===== config.mk =====
export PLATFORM = sky130hd
export DESIGN_NAME = output_port_arbiter
export DESIGN_NICKNAME = d
export VERILOG_FILES = /design/src/rtl/switch_pkg.sv /design/src/rtl/rr_select.sv /design/src/rtl/output_port_arbiter.sv
export SDC_FILE = /design/constraint.sdc
export NUM_CORES = 1
export LEC_CHECK = 0
export ABC_AREA = 1
export CAP_MARGIN = 20
export CORE_ASPECT_RATIO = 1.1
export CORE_MARGIN = 8
export CORE_UTILIZATION = 43
export CTS_CLUSTER_DIAMETER = 120
export DETAILED_ROUTE_END_ITERATION = 12
export PLACE_DENSITY = 0.84
export SLEW_MARGIN = 20
export SYNTH_ARGS = -nofsm -noshare
export SYNTH_HDL_FRONTEND = slang
export SYNTH_SLANG_ARGS = --single-unit

===== constraint.sdc =====
create_clock -name clk -period 2.93 [get_ports clk]
set_input_delay 0.7325 -clock clk [delete_from_list [all_inputs] [get_ports clk]]
set_output_delay 0.7325 -clock clk [all_outputs]
set_load 0.02 [all_outputs]

===== src/rtl/switch_pkg.sv =====
// Shared constants and arbiter state encoding for the 4x4 switch.
package switch_pkg;
    localparam int NQ      = 4;
    localparam int DEPTH   = 128;
    localparam int DW      = 32;
    localparam int EOP_BIT = DW;
    localparam int QW      = DW + 1;
    localparam int OCC_W   = $clog2(DEPTH + 1);
    localparam int STAT_W  = 16;

    typedef enum logic [1:0] {
        IDLE = 2'd0,
        REQ  = 2'd1,
        WAIT = 2'd2,
        HOLD = 2'd3
    } arb_state_e;
endpackage


===== src/rtl/rr_select.sv =====
// Combinational round-robin pick: first set bit of mask at or above ptr, wrapping mod 4.
module rr_select (
    input  logic [3:0] mask,
    input  logic [1:0] ptr,
    output logic [1:0] idx,
    output logic       any_set
);
    logic [1:0] cand;

    always_comb begin
        idx     = '0;
        cand    = '0;
        any_set = |mask;
        // Walk offsets from farthest to nearest so the nearest hit wins.
        for (int i = 3; i >= 0; i--) begin
            cand = ptr + 2'(i);
            if (mask[cand]) idx = cand;
        end
    end
endmodule


===== src/rtl/output_port_arbiter.sv =====
// Packet-granular round-robin drain of four queues onto one valid/ready output port.
// Define ARB_STATS_EN to add per-queue packet counters (pkt_cnt) and sticky overflow flags (ovf).
module output_port_arbiter
    import switch_pkg::*;
(
    input  logic               clk,
    input  logic               rst,
    input  logic [NQ-1:0]      q_push,
    input  logic [NQ*QW-1:0]   q_rd_data,
    output logic [NQ-1:0]      q_rd_en,
    output logic               out_valid,
    input  logic               out_ready,
    output logic [DW-1:0]      out_data,
    output logic               out_last,
    output logic [1:0]         grant,
    output logic               busy
`ifdef ARB_STATS_EN
    ,
    output logic [NQ*STAT_W-1:0] pkt_cnt,
    output logic [NQ-1:0]        ovf
`endif
);
    // Output handshake: a word transfers on a rising edge where out_valid and
    // out_ready are both high; out_data/out_last hold steady while out_valid waits.
    arb_state_e       state;
    logic [OCC_W-1:0] occ [NQ];
    logic [NQ-1:0]    nonempty;
    logic [1:0]       ptr;
    logic [1:0]       next_idx;
    logic             any_ne;
    logic [QW-1:0]    cur_word;
    logic             accept;

    always_comb begin
        nonempty = '0;
        for (int k = 0; k < NQ; k++) nonempty[k] = (occ[k] != '0);
    end

    rr_select u_rr_select (
        .mask    (nonempty),
        .ptr     (ptr),
        .idx     (next_idx),
        .any_set (any_ne)
    );

    assign cur_word = q_rd_data[grant*QW +: QW];
    assign accept   = (state == HOLD) && out_ready;
    assign busy     = (state != IDLE);

    // A pop is only issued against a known-present word, so the queue never underflows.
    always_comb begin
        q_rd_en = '0;
        if (state == REQ && nonempty[grant]) q_rd_en[grant] = 1'b1;
    end

    always_ff @(posedge clk or negedge rst) begin
        if (!rst) begin
            for (int k = 0; k < NQ; k++) occ[k] <= '0;
        end else begin
            for (int k = 0; k < NQ; k++) begin
                case ({q_push[k], q_rd_en[k]})
                    2'b10:   if (occ[k] != OCC_W'(DEPTH)) occ[k] <= occ[k] + OCC_W'(1);
                    2'b01:   occ[k] <= occ[k] - OCC_W'(1);
                    default: occ[k] <= occ[k];
                endcase
            end
        end
    end

    always_ff @(posedge clk or negedge rst) begin
        if (!rst) begin
            state     <= IDLE;
            ptr       <= '0;
            grant     <= '0;
            out_valid <= 1'b0;
            out_data  <= '0;
            out_last  <= 1'b0;
        end else begin
            case (state)
                IDLE: begin
                    if (any_ne) begin
                        grant <= next_idx;
                        state <= REQ;
                    end
                end
                REQ: begin
                    if (nonempty[grant]) state <= WAIT;
                end
                WAIT: begin
                    out_data  <= cur_word[DW-1:0];
                    out_last  <= cur_word[EOP_BIT];
                    out_valid <= 1'b1;
                    state     <= HOLD;
                end
                HOLD: begin
                    if (out_ready) begin
                        out_valid <= 1'b0;
                        if (out_last) begin
                            state <= IDLE;
                            ptr   <= grant + 2'd1;
                        end else begin
                            state <= REQ;
                        end
                    end
                end
                default: state <= IDLE;
            endcase
        end
    end

`ifdef ARB_STATS_EN
    always_ff @(posedge clk or negedge rst) begin
        if (!rst) begin
            pkt_cnt <= '0;
            ovf     <= '0;
        end else begin
            if (accept && out_last)
                pkt_cnt[grant*STAT_W +: STAT_W] <= pkt_cnt[grant*STAT_W +: STAT_W] + 16'd1;
            for (int k = 0; k < NQ; k++)
                if (q_push[k] && occ[k] == OCC_W'(DEPTH)) ovf[k] <= 1'b1;
        end
    end
`endif
endmodule


==> impl_results.md, run 1 <==
- Bufs on Longest Clock Path: 2
- Internal power: between 4000 and 5000 uW
- Sw power: 3810 uW
- Cells on worst reg2reg path: 26
- Vias in the first global route: 6109
- Design Area, Final: ~8100 um2
- Clock Power Share: 0.140
- R2r endpoint: occ[6]
- CP Capture Type: output pin
- Die area: 16600 um2
- Site Rows: 43
- Crit-path cells: nor2_2 -> nand2_2 -> nor2_4 -> nand2_1 -> nand2_1 -> nand2_1 -> nand2_2 -> nor2_4 -> buf_4 -> nand2_1 -> inv_1 -> dlygate4sd2_1
- H-tree depth: 3
- # IOs: 180
- Synth area leaders: dfrtp_1 (33%), nor2_1 (14%), nand2_1 (13%)
- Net Count, Synth: 1016
- Fraction of registers with async set/reset: 1.00
- Sequential fraction of the synthesis area: 0.329
- WL per Instance: 15.8 um
- Length of the first detailed-routing pass in iterations: 7
- Family with the most delay on the worst path: simple AND/OR/NAND/NOR gates
- Synth area leader: dfrtp_1
- Clk_skew: 0.00768 ns
- Post-DP HPWL: around 15 mm
- Area Overhead vs Synth: 47.3%
- Worst vdd rail ir drop: around 620 uV
- ANT nets after route: 0
- CP max stage delay: about 0.39 ns
- EDFF count, synth: 0
- Place WS: -0.0573 ns
- Largest family of logic cells by synthesized area: simple AND/OR/NAND/NOR gates
- Mapped cell area: 5480 um2
- Placer's final routability congestion estimate: 0.911
- Clock latency on the worst-skew pair: 0.34 ns
- DRC viols: 0
- Yosys reg bits: 72
- Worst Hold Class: primary input to async pin
- Crit start category: flop
- Hold Vio Cnt, Final: 0
- Synth Flop Type: dfrtp_1
- CP bufs+invs: 3
- Initial core utilization: 0.437
- Synth Area in Compound Gates: 0.166
- GR Overflow Total: 0
- Flop2flop setup slack: 0.14 ns
- Avg Inst Size Synth: 6.34 um2
- Fin nets: 1221
- Slew headroom: 0.596
- Final Slew Violations: 0
- Post-synth top area share: 0.329
- Clock transition at path regs: 0.06 ns
- WS Path Type: flop to output pin
- Fmax: 355 MHz
- Vias/cell: between 5 and 6
- Setup WS post-layout: 0.116 ns
- Switching share of power: 0.478
- Layout cell share with drive strength beyond 1: 0.108
- Post-Synth Simple-Gate Area: 0.363
- Final worst path period share: 0.961
- Chip width: 124 um
- Fillcell total: 1078
- Synth unique cells: 36
- Crit path required time: 2.20 ns
- Worst slew pin tran: between 0.6 and 0.7 ns
- Port-buffer cells: 179
- First-pass GRT wire length: 30.6 mm
- Max-cap viol count: 0
- Reg power frac: 0.230
- CP dominant cell by count: nand2_1
- Post-Route Utilization: 0.644
- Final Setup Violations: 0
- Largest net degree at the start of global routing: 68
- Num CTS Buffers: 9
- Post-synthesis xor/xnor area fraction: 0.0192
- Core footprint: approximately 13000 um2
- P_leak: 0.00386 uW
- Initial antenna violation count: 1
- CTS sink count: 72
- Crit path time final: about 2.8 ns
- Highest-delay cell along the critical path: dfrtp_1
- Critical path fanouts, max: 5
- Post-place instance area: 7560 um2
- Outcome: completed
- GRT Total Usage: 0.234
- DRT iter0 DRCs: 521
- Mux contribution to synthesized area: 0
- Clk root buf: clkbuf_16
- PwrDens: 987 nW/um2
- Worst R2R Start: occ[16]
- Data arrival, critical path: 2.08 ns
- Adder-Cell Fraction of Synth Area: 0.0274
- Vias: around 6400
- Final wirelength: 19.5 mm
- Comb power frac: 0.630
- Most frequent cells in the layout: nor2_1 (193), nand2_1 (193), clkdlybuf4s50_1 (174)
- Die height: 134 um
- Cells after Synth: 865
- Synth warn: 0
- CTS tree: done
-- per-stage QoR --
stage	std cells	hold slack [ns]	total power [uW]	setup TNS, ns
2_1_floorplan	865	0.437	4920	0
3_3_place_gp	1194	0.510	6530	-0.0163
6_report	1233	0.322	7970	0
3_5_place_dp	1194	0.520	6630	-0.194
4_1_cts	1214	0.323	7810	0
5_1_grt	1233	0.349	8650	-0.156
-- metal layers --
layer  up-vias  global-route usage  wire [um]
met4         0              0.0703        349
met5         -                   0          0
met2       277               0.379       9320
li1       3215                   -          -
met3        21              0.0853       2220
met1      2919               0.281       7650
-- synth_stat cells (2+ instances only) --
cell	number
a21oi_1	4
a31oi_1	38
buf_1	4
buf_2	4
buf_4	4
buf_6	2
clkbuf_1	29
dfrtp_1	72
ha_1	12
inv_1	81
inv_2	5
nand2_1	196
nand2_2	4
nand3_1	37
nand3_2	2
nand3_4	2
nand3b_1	2
nand4_1	24
nor2_1	202
nor2_2	2
o211ai_1	5
o21ai_0	97
o21ai_1	4
o21ai_2	2
o41ai_1	6
or2_1	2
or2_2	4
xnor2_1	4
xor2_1	8
-- how the worst max path moves through the flow --
| stage | from | endpoint | slack (ns) | depth (start not counted) |
|---|---|---|---|---|
| floorplan | grant[0] | occ[28] | 0.08 | 18 |
| global placement | occ[5] | q_rd_en[2] | -0.02 | 11 |
| detailed placement | occ[5] | q_rd_en[2] | -0.06 | 11 |
| CTS | occ[19] | occ[6] | 0.006 | 26 |
| global route | occ[9] | occ[6] | -0.07 | 26 |
| finish | occ[16] | q_rd_en[2] | 0.12 | 12 |
-- area by class of cell --
class                      instances  area, um2  area share
antenna                            1       2.50    0.000310
timing repair buffer             236       2230       0.276
clock inverter                     7       71.3     0.00884
inverter                          86        323      0.0400
tap                              157        196      0.0243
multi-input combinational        665       3220       0.399
sequential                        72       1800       0.223
clock buffer                       9        225      0.0279
-- power groups by stage --
stage                     Clock, uW  Sequential (uW)  Combinational, uW
final                          1120             1830               5020
after global routing           1170             1900               5580
after CTS                      1130             1810               4870
after detailed placement          0             1820               4800
after global placement            0             1800               4740
after floorplan                   0             2110               2800
-- repair_timing --
item,4_1_cts,5_1_grt
setup buffers,3,18
gates cloned,1,0
gates resized for setup,5,17
setup endpoints to repair,6,10
hold buffers,0,0
pin swaps,1,6
endpoints found under the hold margin,0,0
-- cell families (layout without fill, tap and decap cells) --
kind of cell               count (synthesis)  in the layout
adders and majority gates                 12             12
xor gates and xnor gates                  12             12
and+or+nand+nor                          479            480
other                                      0              1
AOI/OAI and AO/OA                        161            161
buffers and inverters                    129            338
DFF                                       72             72
-- worst reg2reg max path, delay by kind of cell (launching register included) --
kind	cells	cell delay [ns]
buffers and inverters	5	0.56
adders and majority gates	1	0.16
DFF	1	0.39
and+or+nand+nor	20	1.58
-- registers in the layout (all words and copies together), names as in the netlist --
register and count:
occ 32, grant 2, state 2, out_data 32, out_valid 1, out_last 1
ptr 2
Power figures use the tool's default switching activity.
==> run 2, diff against run 1 <==
--- a/config.mk
+++ b/config.mk
@@ -6,7 +6,6 @@
 export NUM_CORES = 1
 export LEC_CHECK = 0
 export ABC_AREA = 1
-export CAP_MARGIN = 20
 export CORE_ASPECT_RATIO = 1.1
 export CORE_MARGIN = 8
 export CORE_UTILIZATION = 43
==> results of run 2 <==
Same layout as run 1: the final DEF is identical, and so are final timing and power.
==> run 3, diff against run 2 <==
--- a/config.mk
+++ b/config.mk
@@ -5,14 +5,14 @@
 export SDC_FILE = /design/constraint.sdc
 export NUM_CORES = 1
 export LEC_CHECK = 0
-export ABC_AREA = 1
 export CORE_ASPECT_RATIO = 1.1
 export CORE_MARGIN = 8
-export CORE_UTILIZATION = 43
+export CORE_UTILIZATION = 45
 export CTS_CLUSTER_DIAMETER = 120
 export DETAILED_ROUTE_END_ITERATION = 12
-export PLACE_DENSITY = 0.84
+export PLACE_DENSITY = 0.87
 export SLEW_MARGIN = 20
 export SYNTH_ARGS = -nofsm -noshare
 export SYNTH_HDL_FRONTEND = slang
 export SYNTH_SLANG_ARGS = --single-unit
+export TNS_END_PERCENT = 20
==> constraint.sdc (replaced) <==
create_clock -name clk -period 3.3 [get_ports clk]
set_input_delay 0.825 -clock clk [delete_from_list [all_inputs] [get_ports clk]]
set_output_delay 0.825 -clock clk [all_outputs]
set_load 0.02 [all_outputs]
==> run 3 against run 2 <==
Register-to-register slack better by 0.05 ns. Synthesized area down 17%. Synthesized cell count down 56%. Utilization up 4.5 points. Critical path depth down 1. Routed wire length down 21%. Count of clock-buffer cells in the layout up 3. Non-clock buffer count down 33. Sequential power down 2%. Hold slack better by 0.10 ns. Largest cell class unchanged. Highest routed layer is now met5.
==> impl_results.md, run 3 <==
- Initial core utilization: 0.462
- Chip width: 112 um
- CP Capture Type: flop
- Cells on worst reg2reg path: 11
- Fmax: 321 MHz
- Outcome: completed
- Inst Count DP: around 680
- Met1 usage: 0.250
- Hold Vio Cnt, Final: 0
- Synth top cells by count: dfrtp_1 (72), mux2_2 (38), mux4_2 (33)
- Synth area leader: dfrtp_1
- GR Overflow Total: 0
- Worst vdd rail ir drop: 440 uV
- Crit. Startpoint: state[1]
- Crit path time final: 3.11 ns
- Fin nets: 725
- Synth warn: 0
- Post-synth top area share: 0.395
- CP bufs+invs: 1
- Fillcell total: just over 700
- Synth unique cells: 54
- EDFF count, synth: 0
- Grt met3 use: 0.0673
- Initial antenna violation count: 4
- GRT Total Usage: 0.225
- Clock latency on the worst-skew pair: 0.34 ns
- Finished Layout Cells: 699
- WS Path Type: flop to flop
- Sequential fraction of the synthesis area: 0.395
- Largest net degree at the start of global routing: 37
- Critical path fanouts, max: 7
- Most frequent cells in the layout: clkdlybuf4s50_1 (175), dfrtp_1 (71), mux2_2 (38)
- Length of the first detailed-routing pass in iterations: 4
- ANT nets after route: 0
- Crit start category: flop
- Vias in the first global route: 4367
- GRT Max-Usage Layer: met2
- Leading cell type in the layout, fill and taps excluded: clkdlybuf4s50_1
- Post-place instance area: 6560 um2
- Site Rows: 38
- Bufs on Longest Clock Path: 2
- Net Count, Synth: 533
- Top-count cell post-synth: dfrtp_1
- Mapped cell area: around 4600 um2
- Yosys reg bits: 72
- Clk root buf: clkbuf_8
- Flop2flop setup slack: 0.19 ns
- Avg Inst Size Synth: 11.9 um2
- P_leak: ~0.0027 uW
- Area Overhead vs Synth: 49.3%
- R2r endpoint: occ[20]
- Final wirelength: 15.4 mm
- PwrDens: 818 nW/um2
- Placer's final routability congestion estimate: 0.933
- CTS tree: done
- Final worst path period share: 0.943
- Family with the most delay on the worst path: simple AND/OR/NAND/NOR gates
- Final Slew Violations: 0
- First-pass GRT wire length: 24.1 mm
- Worst R2R Start: state[1]
- Design Area, Final: 6810 um2
- # IOs: 180
- Crit-path cells: inv_1 -> ha_1 -> nand2_1 -> or3_1 -> xnor2_1 -> ha_1 -> or2_2 -> or3_1 -> or4_1 -> o21ai_0 -> xor2_1
- DRC viols: 0
- Slew headroom: 0.566
- Vias/cell: between 5 and 6
- Synth Flop Type: dfrtp_1
- WL per Instance: 22.0 um
- Die area: 13600 um2
- CTS sink count: ~70
- Synth area leaders: dfrtp_1 (39%), mux4_2 (16%), mux2_2 (9.4%)
- Post-DP HPWL: 12.2 mm
- GR Layer Usage met2: 0.412
- Highest-delay cell along the critical path: dfrtp_1
- Post-Route Utilization: 0.689
- RSZ-0062 raised after global routing: false
- Vias: 4063
- Clock transition at path regs: 0.08 ns
- Die height: 122 um
- Data arrival, critical path: ~3.4 ns
- Crit path required time: 3.57 ns
- Num CTS Buffers: 9
- Port-buffer cells: 179
- Max-cap viol count: 0
- H-tree depth: 3
- Layout cell share with drive strength beyond 1: 0.221
- Worst slew pin tran: 0.651 ns
- Final Setup Violations: 0
- CP max stage delay: between 0.4 and 0.5 ns
- Biggest registers after layout: occ (32), out_data (32)
- Number of diodes: 0
- DRT iter0 DRCs: between 200 and 250
- Fraction of registers with async set/reset: 1.00
- Clk_skew: 0.00644 ns
- Cells after Synth: 382
- Worst Hold Class: primary input to async pin
- Core footprint: 9890 um2
- Worst hold slack: 0.425 ns
-- run 3: cell count changes after synthesis, moves of 25 or more --
| cell | previous run | this run |
|---|---|---|
| nand2_1 | 196 | 28 |
| o21ai_0 | 97 | 5 |
| mux4_2 | 0 | 33 |
| mux2_2 | 0 | 38 |
| nor2_1 | 202 | 14 |
| inv_1 | 81 | 13 |
| nand3_1 | 37 | 12 |
| a31oi_1 | 38 | 0 |
-- run 3: logic make-up after synthesis --
logic type,count (synthesis),share of synthesized area
buf+inv,35,0.0337
fa+ha+maj,12,0.0329
simple gates,109,0.135
flops,72,0.395
mux,78,0.273
compound gates,45,0.0713
xor+xnor,31,0.0595
-- run 3: where the power goes --
| part | leakage, uW | internal (uW) | total [uW] | switching, uW |
|---|---|---|---|---|
| Sequential | 0.000845 | 1340 | 1790 | 450 |
| Clock | 0.0000941 | 347 | 669 | 322 |
| Combinational | 0.00177 | 1650 | 3110 | 1460 |
| Total | 0.00271 | 3340 | 5570 | 2230 |
-- run 3: worst max path at each step --
stage	to	slack, ns	cells past startpoint
after global placement	occ[20]	0.02	9
after CTS	q_rd_en[3]	0.001	6
final	occ[20]	0.19	11
after floorplan	occ[20]	0.1	13
after detailed placement	occ[20]	-0.03	9
after global routing	occ[20]	0.02	11
-- run 3: area by class of cell --
type / count / area (um2) / share of cell area
clock inverters: 4 / 45.0 / 0.00661
well taps: 120 / 150 / 0.0220
repair buffers: 203 / 1970 / 0.290
clock buffers: 12 / 135 / 0.0198
multi-input cells: 275 / 2660 / 0.390
flip-flops and latches: 72 / 1800 / 0.265
inverters: 13 / 48.8 / 0.00716
-- run 3: what timing repair did --
| item | 4_1_cts | 5_1_grt |
|---|---|---|
| pin swaps | 1 | 1 |
| hold endpoints to repair | 0 | 0 |
| gates resized for setup | 7 | 3 |
| buffers inserted | 1 | 1 |
| setup endpoints to repair | 3 | 4 |
| hold buffers | 0 | 0 |
-- run 3: stage by stage --
step | setup WS, ns | setup TNS (ns) | power (uW)
4_1_cts | 0.00105 | 0 | 5590
2_1_floorplan | 0.0953 | 0 | 3640
3_5_place_dp | -0.0301 | -0.0301 | 4840
6_report | 0.187 | 0 | 5570
3_3_place_gp | 0.0231 | 0 | 4690
5_1_grt | 0.0196 | 0 | 5920
-- run 3: per-layer routing --
layer	vias up	share of wire
met5	-	0.0032
met4	8	0.022
met3	28	0.077
met2	156	0.52
met1	2028	0.38
li1	1843	-
